<file path="config.mk">
export PLATFORM = sky130hd
export DESIGN_NAME = gpu_regs
export DESIGN_NICKNAME = d
export VERILOG_FILES = /design/src/rtl/gpu_pkg.sv /design/src/rtl/gpu_rect_walker.sv /design/src/rtl/gpu_regs.sv
export SDC_FILE = /design/constraint.sdc
export NUM_CORES = 1
export LEC_CHECK = 0
export ABC_AREA = 1
export BUFFER_PORTS_ARGS = -buffer_cell sky130_fd_sc_hd__buf_2
export CAP_MARGIN = 20
export CORE_MARGIN = 4
export CORE_UTILIZATION = 63
export DETAILED_ROUTE_END_ITERATION = 7
export HOLD_SLACK_MARGIN = 0.1
export PLACE_DENSITY = 0.8
export SYNTH_ARGS = -nofsm -noshare
export SYNTH_HDL_FRONTEND = slang
export SYNTH_SLANG_ARGS = --single-unit
</file>
<file path="constraint.sdc">
create_clock -name clk -period 4.4 [get_ports clk]
set_clock_uncertainty 0.15 [all_clocks]
set_input_delay 0.22 -clock clk [delete_from_list [all_inputs] [get_ports clk]]
set_output_delay 0.22 -clock clk [all_outputs]
set_load 0.005 [all_outputs]
</file>
<file path="src/rtl/gpu_pkg.sv">
// gpu_pkg: shared constants for the GPU host register bank.
// Register addresses, CMD opcodes, STATUS bit positions and the engine
// state encoding used by gpu_regs and gpu_rect_walker.
package gpu_pkg;

  localparam logic [7:0] A_X0     = 8'h00;
  localparam logic [7:0] A_Y0     = 8'h01;
  localparam logic [7:0] A_X1     = 8'h02;
  localparam logic [7:0] A_Y1     = 8'h03;
  localparam logic [7:0] A_COLOR  = 8'h04;
  localparam logic [7:0] A_CMD    = 8'h05;
  localparam logic [7:0] A_STATUS = 8'h06;
  localparam logic [7:0] A_DATA   = 8'h07;

  localparam logic [7:0] CMD_FILL  = 8'h01;
  localparam logic [7:0] CMD_XFILL = 8'h03;

  localparam int ST_BUSY = 0;
  localparam int ST_ERR  = 1;

  typedef enum logic [2:0] {
    S_IDLE     = 3'd0,
    S_FILL     = 3'd1,
    S_DPORT_WR = 3'd2,
    S_PF_RD    = 3'd3,
    S_PF_WAIT  = 3'd4,
    S_XR       = 3'd5,
    S_XW       = 3'd6,
    S_XWR      = 3'd7
  } state_t;

endpackage

</file>
<file path="src/rtl/gpu_rect_walker.sv">
// gpu_rect_walker: raster scan counter for rectangle operations.
// Latches the rectangle bounds on start so later register activity cannot
// disturb a running operation; steps left-to-right, then top-to-bottom.
module gpu_rect_walker
  import gpu_pkg::*;
#(
  parameter int COORD_W = 8
) (
  input  logic               clk,
  input  logic               rst_n,
  input  logic               start,
  input  logic               step,
  input  logic [COORD_W-1:0] x0,
  input  logic [COORD_W-1:0] y0,
  input  logic [COORD_W-1:0] x1,
  input  logic [COORD_W-1:0] y1,
  output logic [COORD_W-1:0] cx,
  output logic [COORD_W-1:0] cy,
  output logic               last
);

  logic [COORD_W-1:0] lx0, lx1, ly1;

  // Bound capture on start, raster advance on each accepted pixel.
  always_ff @(posedge clk or negedge rst_n) begin
    if (!rst_n) begin
      lx0 <= '0;
      lx1 <= '0;
      ly1 <= '0;
      cx  <= '0;
      cy  <= '0;
    end else if (start) begin
      lx0 <= x0;
      lx1 <= x1;
      ly1 <= y1;
      cx  <= x0;
      cy  <= y0;
    end else if (step) begin
      if (cx == lx1) begin
        cx <= lx0;
        cy <= cy + 1'b1;
      end else begin
        cx <= cx + 1'b1;
      end
    end
  end

  assign last = (cx == lx1) && (cy == ly1);

endmodule

</file>
<file path="src/rtl/gpu_regs.sv">
// gpu_regs: host register bank, cursor data port and rectangle engine.
// Optional feature macro: GPU_XOR_EN enables CMD 0x03 (XOR-FILL, a
// read-modify-write per pixel); without it 0x03 is rejected as invalid.
module gpu_regs
  import gpu_pkg::*;
#(
  parameter int COORD_W = 8,
  parameter int FB_AW   = 2 * COORD_W
) (
  input  logic             clk,
  input  logic             rst_n,
  input  logic [7:0]       ip_addr,
  input  logic [7:0]       ip_do,
  input  logic             ip_wr,
  input  logic             ip_rd,
  output logic [7:0]       ip_di,
  output logic [FB_AW-1:0] fb_addr,
  output logic [7:0]       fb_wdata,
  output logic             fb_we,
  output logic             fb_re,
  input  logic             fb_ready,
  input  logic [7:0]       fb_rdata,
  output logic             busy
);

  state_t state, state_nx;

  logic [COORD_W-1:0] x0, y0, x1, y1;
  logic [7:0]         color;
  logic               err;
  logic [7:0]         pf;
  logic               pf_stale;
  logic [FB_AW-1:0]   pf_addr;
  logic [FB_AW-1:0]   dp_addr;
  logic [7:0]         dp_data;

  logic [COORD_W-1:0] cx, cy;
  logic               w_start, w_step, w_last;
  logic               pf_go, pf_load;

  logic idle, wr_status, wr_reg, wr_ok, wr_drop;
  logic cmd_wr, rect_bad, op_valid, cmd_fill, cmd_xor, cmd_err;
  logic dwr, drd, adv, cur_wr;
  logic [7:0] status_val;

`ifdef GPU_XOR_EN
  logic [7:0] xd;
  logic       xd_load;
`endif

  gpu_rect_walker #(.COORD_W(COORD_W)) u_walker (
    .clk   (clk),
    .rst_n (rst_n),
    .start (w_start),
    .step  (w_step),
    .x0    (x0),
    .y0    (y0),
    .x1    (x1),
    .y1    (y1),
    .cx    (cx),
    .cy    (cy),
    .last  (w_last)
  );

  assign busy = (state != S_IDLE);

  // Host access decode: writes other than STATUS are only accepted in IDLE.
  always_comb begin
    idle      = (state == S_IDLE);
    wr_status = ip_wr && (ip_addr == A_STATUS);
    wr_reg    = ip_wr && (ip_addr != A_STATUS);
    wr_ok     = wr_reg && idle;
    wr_drop   = wr_reg && !idle;
    cmd_wr    = wr_ok && (ip_addr == A_CMD);
    rect_bad  = (x1 < x0) || (y1 < y0);
`ifdef GPU_XOR_EN
    op_valid  = (ip_do == CMD_FILL) || (ip_do == CMD_XFILL);
    cmd_xor   = cmd_wr && (ip_do == CMD_XFILL) && !rect_bad;
`else
    op_valid  = (ip_do == CMD_FILL);
    cmd_xor   = 1'b0;
`endif
    cmd_fill  = cmd_wr && (ip_do == CMD_FILL) && !rect_bad;
    cmd_err   = cmd_wr && (!op_valid || rect_bad);
    dwr       = wr_ok && (ip_addr == A_DATA);
    drd       = ip_rd && (ip_addr == A_DATA);
    adv       = dwr || drd;
    cur_wr    = wr_ok && ((ip_addr == A_X0) || (ip_addr == A_Y0));
  end

  // Engine state register.
  always_ff @(posedge clk or negedge rst_n) begin
    if (!rst_n) state <= S_IDLE;
    else        state <= state_nx;
  end

  // Next state and memory port drive; requests are held until granted.
  always_comb begin
    state_nx = state;
    fb_we    = 1'b0;
    fb_re    = 1'b0;
    fb_addr  = '0;
    fb_wdata = '0;
    w_start  = 1'b0;
    w_step   = 1'b0;
    pf_go    = 1'b0;
    pf_load  = 1'b0;
`ifdef GPU_XOR_EN
    xd_load  = 1'b0;
`endif
    case (state)
      S_IDLE: begin
        if (cmd_fill) begin
          w_start  = 1'b1;
          state_nx = S_FILL;
        end else if (cmd_xor) begin
          w_start  = 1'b1;
          state_nx = S_XR;
        end else if (dwr) begin
          state_nx = S_DPORT_WR;
        end else if (!ip_wr && pf_stale) begin
          pf_go    = 1'b1;
          state_nx = S_PF_RD;
        end
      end
      S_FILL: begin
        fb_we    = 1'b1;
        fb_addr  = {cy, cx};
        fb_wdata = color;
        if (fb_ready) begin
          if (w_last) begin
            pf_go    = 1'b1;
            state_nx = S_PF_RD;
          end else begin
            w_step = 1'b1;
          end
        end
      end
      S_DPORT_WR: begin
        fb_we    = 1'b1;
        fb_addr  = dp_addr;
        fb_wdata = dp_data;
        if (fb_ready) begin
          pf_go    = 1'b1;
          state_nx = S_PF_RD;
        end
      end
      S_PF_RD: begin
        fb_re   = 1'b1;
        fb_addr = pf_addr;
        if (fb_ready) state_nx = S_PF_WAIT;
      end
      S_PF_WAIT: begin
        pf_load  = 1'b1;
        state_nx = S_IDLE;
      end
`ifdef GPU_XOR_EN
      S_XR: begin
        fb_re   = 1'b1;
        fb_addr = {cy, cx};
        if (fb_ready) state_nx = S_XW;
      end
      S_XW: begin
        xd_load  = 1'b1;
        state_nx = S_XWR;
      end
      S_XWR: begin
        fb_we    = 1'b1;
        fb_addr  = {cy, cx};
        fb_wdata = xd;
        if (fb_ready) begin
          if (w_last) begin
            pf_go    = 1'b1;
            state_nx = S_PF_RD;
          end else begin
            w_step   = 1'b1;
            state_nx = S_XR;
          end
        end
      end
`endif
      default: state_nx = S_IDLE;
    endcase
  end

  // Host registers, cursor auto-advance, sticky error and prefetch staleness.
  always_ff @(posedge clk or negedge rst_n) begin
    if (!rst_n) begin
      x0       <= '0;
      y0       <= '0;
      x1       <= '0;
      y1       <= '0;
      color    <= '0;
      err      <= 1'b0;
      pf_stale <= 1'b1;
    end else begin
      if (wr_ok) begin
        case (ip_addr)
          A_X0:    x0    <= ip_do[COORD_W-1:0];
          A_Y0:    y0    <= ip_do[COORD_W-1:0];
          A_X1:    x1    <= ip_do[COORD_W-1:0];
          A_Y1:    y1    <= ip_do[COORD_W-1:0];
          A_COLOR: color <= ip_do;
          default: ;
        endcase
      end
      if (adv) begin
        x0 <= x0 + 1'b1;
        if (x0 == '1) y0 <= y0 + 1'b1;
      end
      if (wr_status)               err <= 1'b0;
      else if (wr_drop || cmd_err) err <= 1'b1;
      // A cursor move during an in-flight prefetch wins, forcing a refetch.
      if (adv || cur_wr) pf_stale <= 1'b1;
      else if (pf_go)    pf_stale <= 1'b0;
    end
  end

  // Datapath latches: prefetch address/data, data-port write, XOR operand.
  always_ff @(posedge clk or negedge rst_n) begin
    if (!rst_n) begin
      pf      <= '0;
      pf_addr <= '0;
      dp_addr <= '0;
      dp_data <= '0;
`ifdef GPU_XOR_EN
      xd      <= '0;
`endif
    end else begin
      if (pf_go)   pf_addr <= {y0, x0};
      if (pf_load) pf      <= fb_rdata;
      if (dwr) begin
        dp_addr <= {y0, x0};
        dp_data <= ip_do;
      end
`ifdef GPU_XOR_EN
      if (xd_load) xd <= fb_rdata ^ color;
`endif
    end
  end

  // STATUS word assembly.
  always_comb begin
    status_val          = '0;
    status_val[ST_BUSY] = busy;
    status_val[ST_ERR]  = err;
  end

  // Registered read data, held until the next read strobe.
  always_ff @(posedge clk or negedge rst_n) begin
    if (!rst_n) begin
      ip_di <= '0;
    end else if (ip_rd) begin
      case (ip_addr)
        A_X0:     ip_di <= 8'(x0);
        A_Y0:     ip_di <= 8'(y0);
        A_X1:     ip_di <= 8'(x1);
        A_Y1:     ip_di <= 8'(y1);
        A_COLOR:  ip_di <= color;
        A_STATUS: ip_di <= status_val;
        A_DATA:   ip_di <= pf;
        default:  ip_di <= 8'h00;
      endcase
    end
  end

endmodule

</file>
==> run metrics <==
post-route fraction of the period consumed by the critical path 70.02%; Area Overhead vs Synth 17.00%; clock transition at the registers of the reported paths 0.06 ns; flip-flop and latch count after synthesis 141; run status complete, no violations; routed via count 7123; Seq/Total Area, Yosys 46.16%; CP Data Arrival Time 3.25 ns; via/cell ratio 5.956; # clock sinks 141; Total Routed Length 22110 um; RSZ-0062 raised after global routing false; number of warning messages in the yosys log 0; synthesized instance count 959; Fmax achieved 324.6 MHz; cell taking the most area after synthesis dfrtp_1; Pleak 4.506 nW; Core Rows 39; most numerous cell types in the synthesized netlist 303 x nand2_1, 140 x dfrtp_1, 94 x inv_1; detail-routed net length per standard cell 18.49 um; Final Critical Period 3.081 ns; y dimension of the die 118.2 um; path type of the worst setup path reg2reg; Critical Path Slowest Stage Cell inv_2; drt pass-1 iters 6; latest clock arrival within the worst-skew pair 0.44 ns; IO buf count 63; global-route wire length before repair 35600 um; die footprint 0.01396 sq mm; horizontal die dimension 118.2 um; critical path peak fanout 37; Clk Tree Root Cell clkbuf_16; number of antenna violations at the first check in global routing 1; setup_tns 0 ns; area of the core 0.01166 sq mm; number of buffers inserted during clock tree synthesis 17; hold depth 6; data required time at the worst endpoint 4.56 ns; total chip power 4.033 mW; Avg Inst Size Synth 7.973 sq um; count of final setup violators 0; initial cell density of the core 65.56%; dominant cell by count in the synthesized netlist nand2_1; Detailed Route Iter0 Violations 854; final-stage net count 1087; via count of the first global-routing pass 6917; setup fix buffers added after clock tree synthesis 0; peak supply drop 327.7 uV; number of enable-type register cells in the synthesized netlist 0; crit start category register; post_cts resized 0; CP most frequent cell nand2_1; number of H-tree levels 4; detailed placer's ending HPWL 15120 um; number of slew-limit violations in the final report 0; global-route total usage across every layer 32.55%; post-synthesis instance area 0.007646 sq mm; clock tree from TritonCTS done; syn nets 1006; sequence of cells on the critical path clkinv_1 > ha_1 > nand2_1 > nor2_1 > nand2_1 > nand2_1 > nand3_2 > inv_2 > nand2_1 > o21ai_0 > nor2_1; Min-Delay Path Class in2reg; diode insertion count for antenna repair 0; buffers from clock root to sink, at most 2; number of cells traversed by the worst register-to-register path 11; fraction of final layout cells sized beyond drive strength 1 13.96%; maximum single-stage delay on the critical path 0.59 ns; global placer's final weighted congestion 0.9451; async set-or-reset flop fraction in the synthesized netlist 100.0%; transition at the pin with the smallest max-transition slack 0.7393 ns; critical path endpoint category register; most area-consuming cells after synthesis dfrtp_1 46%, nand2_1 15%, o21ai_0 6.0%, nand3_1 4.9%, inv_1 4.6%; number of unique standard cell types used by synthesis 40; total power divided by cell area 450.8 mW/mm^2; DRC viols 0; dominant synthesized flop cell dfrtp_1; max-cap viol count 0; number of routed nets with antenna violations 0; total count of hold-check failures in the final report 0; pin count of the biggest net entering global routing 116; share of the synthesized area in the top cell type 45.82%; Congestion Overflow GR 0; I/O Pins 64; slew margin rel. 50.44%
==> area by class of cell <==
| type | instances | area [sq um] |
|---|---|---|
| Clock buffer | 22 | 484.2 |
| Clock inverter | 10 | 183.9 |
| Fill cell | 838 | 2716 |
| Timing Repair Buffer | 92 | 614.3 |
| Inverter | 105 | 394.1 |
| Multi-Input combinational cell | 683 | 3561 |
| Tap cell | 143 | 178.9 |
| Sequential cell | 141 | 3530 |
==> worst max-delay path, delay by kind of cell, from the launching register on <==
kind / cells / cell delay [ns]
AND/OR/NAND/NOR: 7 / 1.05
adder cells (fa/ha/maj): 1 / 0.37
AO/OA/AOI/OAI: 1 / 0.11
buffers and inverters: 2 / 0.84
flip-flops: 1 / 0.42
==> kinds of logic after synthesis <==
group,count (synthesis),synth area share (%)
AO/OA/AOI/OAI,170,12.75
XOR/XNOR,31,3.551
adder cells (fa/ha/maj),18,2.946
buffers and inverters,135,7.265
flip-flops,141,46.16
multiplexers,5,0.7363
AND/OR/NAND/NOR,459,26.59
==> stage by stage <==
stage | hold slack, ns | cell area, sq um | setup WS, ns | util, % | std cells
after floorplan | -0.2256 | 7646 | 2.458 | - | 959
final | 0.2084 | 8946 | 1.319 | 76.71 | 1196
after global placement | 0.2911 | 8030 | 1.547 | 68.86 | 1141
after global routing | 0.2605 | 8946 | 1.091 | 76.71 | 1196
after CTS | 0.1973 | 8909 | 1.389 | 76.39 | 1194
after detailed placement | 0.2860 | 8030 | 1.422 | 68.86 | 1141
==> timing repair <==
| action | in CTS | in global routing |
|---|---|---|
| endpoints found under the setup margin | 0 | 0 |
| hold buffers | 21 | 1 |
| endpoints found under the hold margin | 159 | 18 |
==> where the power goes <==
| group | internal [mW] | switching [mW] | leakage, nW |
|---|---|---|---|
| clock network | 1.06 | 0.556 | 0.322 |
| registers | 1.44 | 0.115 | 1.84 |
| logic | 0.282 | 0.571 | 2.35 |
| total | 2.79 | 1.24 | 4.51 |
==> flip-flops by register name, indices dropped and copies added (netlist names) <==
signal,cells
dp_addr,16
pf_addr,16
err,1
color,8
y0,8
pf,8
u_walker.lx0,8
state,3
u_walker.lx1,8
x0,8
y1,8
x1,8
u_walker.ly1,8
ip_di,8
u_walker.cx,8
u_walker.cy,8
dp_data,8
pf_stale,1
==> routing by layer <==
| metal | track usage (%) | vias to the layer above | wire (um) |
|---|---|---|---|
| li1 | - | 3311 | - |
| met1 | 43.23 | 3332 | 9154 |
| met2 | 48.77 | 390 | 9815 |
| met3 | 8.357 | 88 | 2023 |
| met4 | 18.61 | 2 | 1104 |
| met5 | 0 | - | 12 |
==> layout by cell type, fill, tap and decap left out, types with 4 or more instances in the layout <==
| cell type | instances |
|---|---|
| ha_1 | 18 |
| dlygate4sd3_1 | 22 |
| xor2_1 | 29 |
| o221ai_1 | 7 |
| o21ai_1 | 6 |
| bufinv_16 | 5 |
| nand2_4 | 5 |
| inv_1 | 94 |
| clkbuf_8 | 4 |
| nor3_1 | 12 |
| inv_2 | 8 |
| nand2_2 | 4 |
| nor2_1 | 31 |
| buf_2 | 62 |
| mux2_2 | 5 |
| dfrtp_1 | 140 |
| nand3_1 | 75 |
| nand2_1 | 303 |
| nand4_1 | 6 |
| o21ai_0 | 92 |
| buf_4 | 6 |
| nor2_2 | 4 |
| or2_2 | 4 |
| a21oi_1 | 26 |
| o211ai_1 | 19 |
| nor2_4 | 4 |
| o22ai_1 | 13 |
| clkbuf_16 | 17 |
==> worst paths after layout <==
path	start	end	slack (ns)
setup / recovery	y0[4]	u_walker.cy[1]	1.32
hold / removal	ip_addr[3]	y1[5]	0.21
setup reg to reg	y0[4]	u_walker.cy[1]	1.32
hold reg to reg	ip_di[2]	ip_di[2]	0.32
max in group asynchronous	rst_n	dp_addr[6]	2.38
min in group asynchronous	rst_n	pf_addr[12]	0.61
Note: power is estimated with default switching activity, not from simulation.
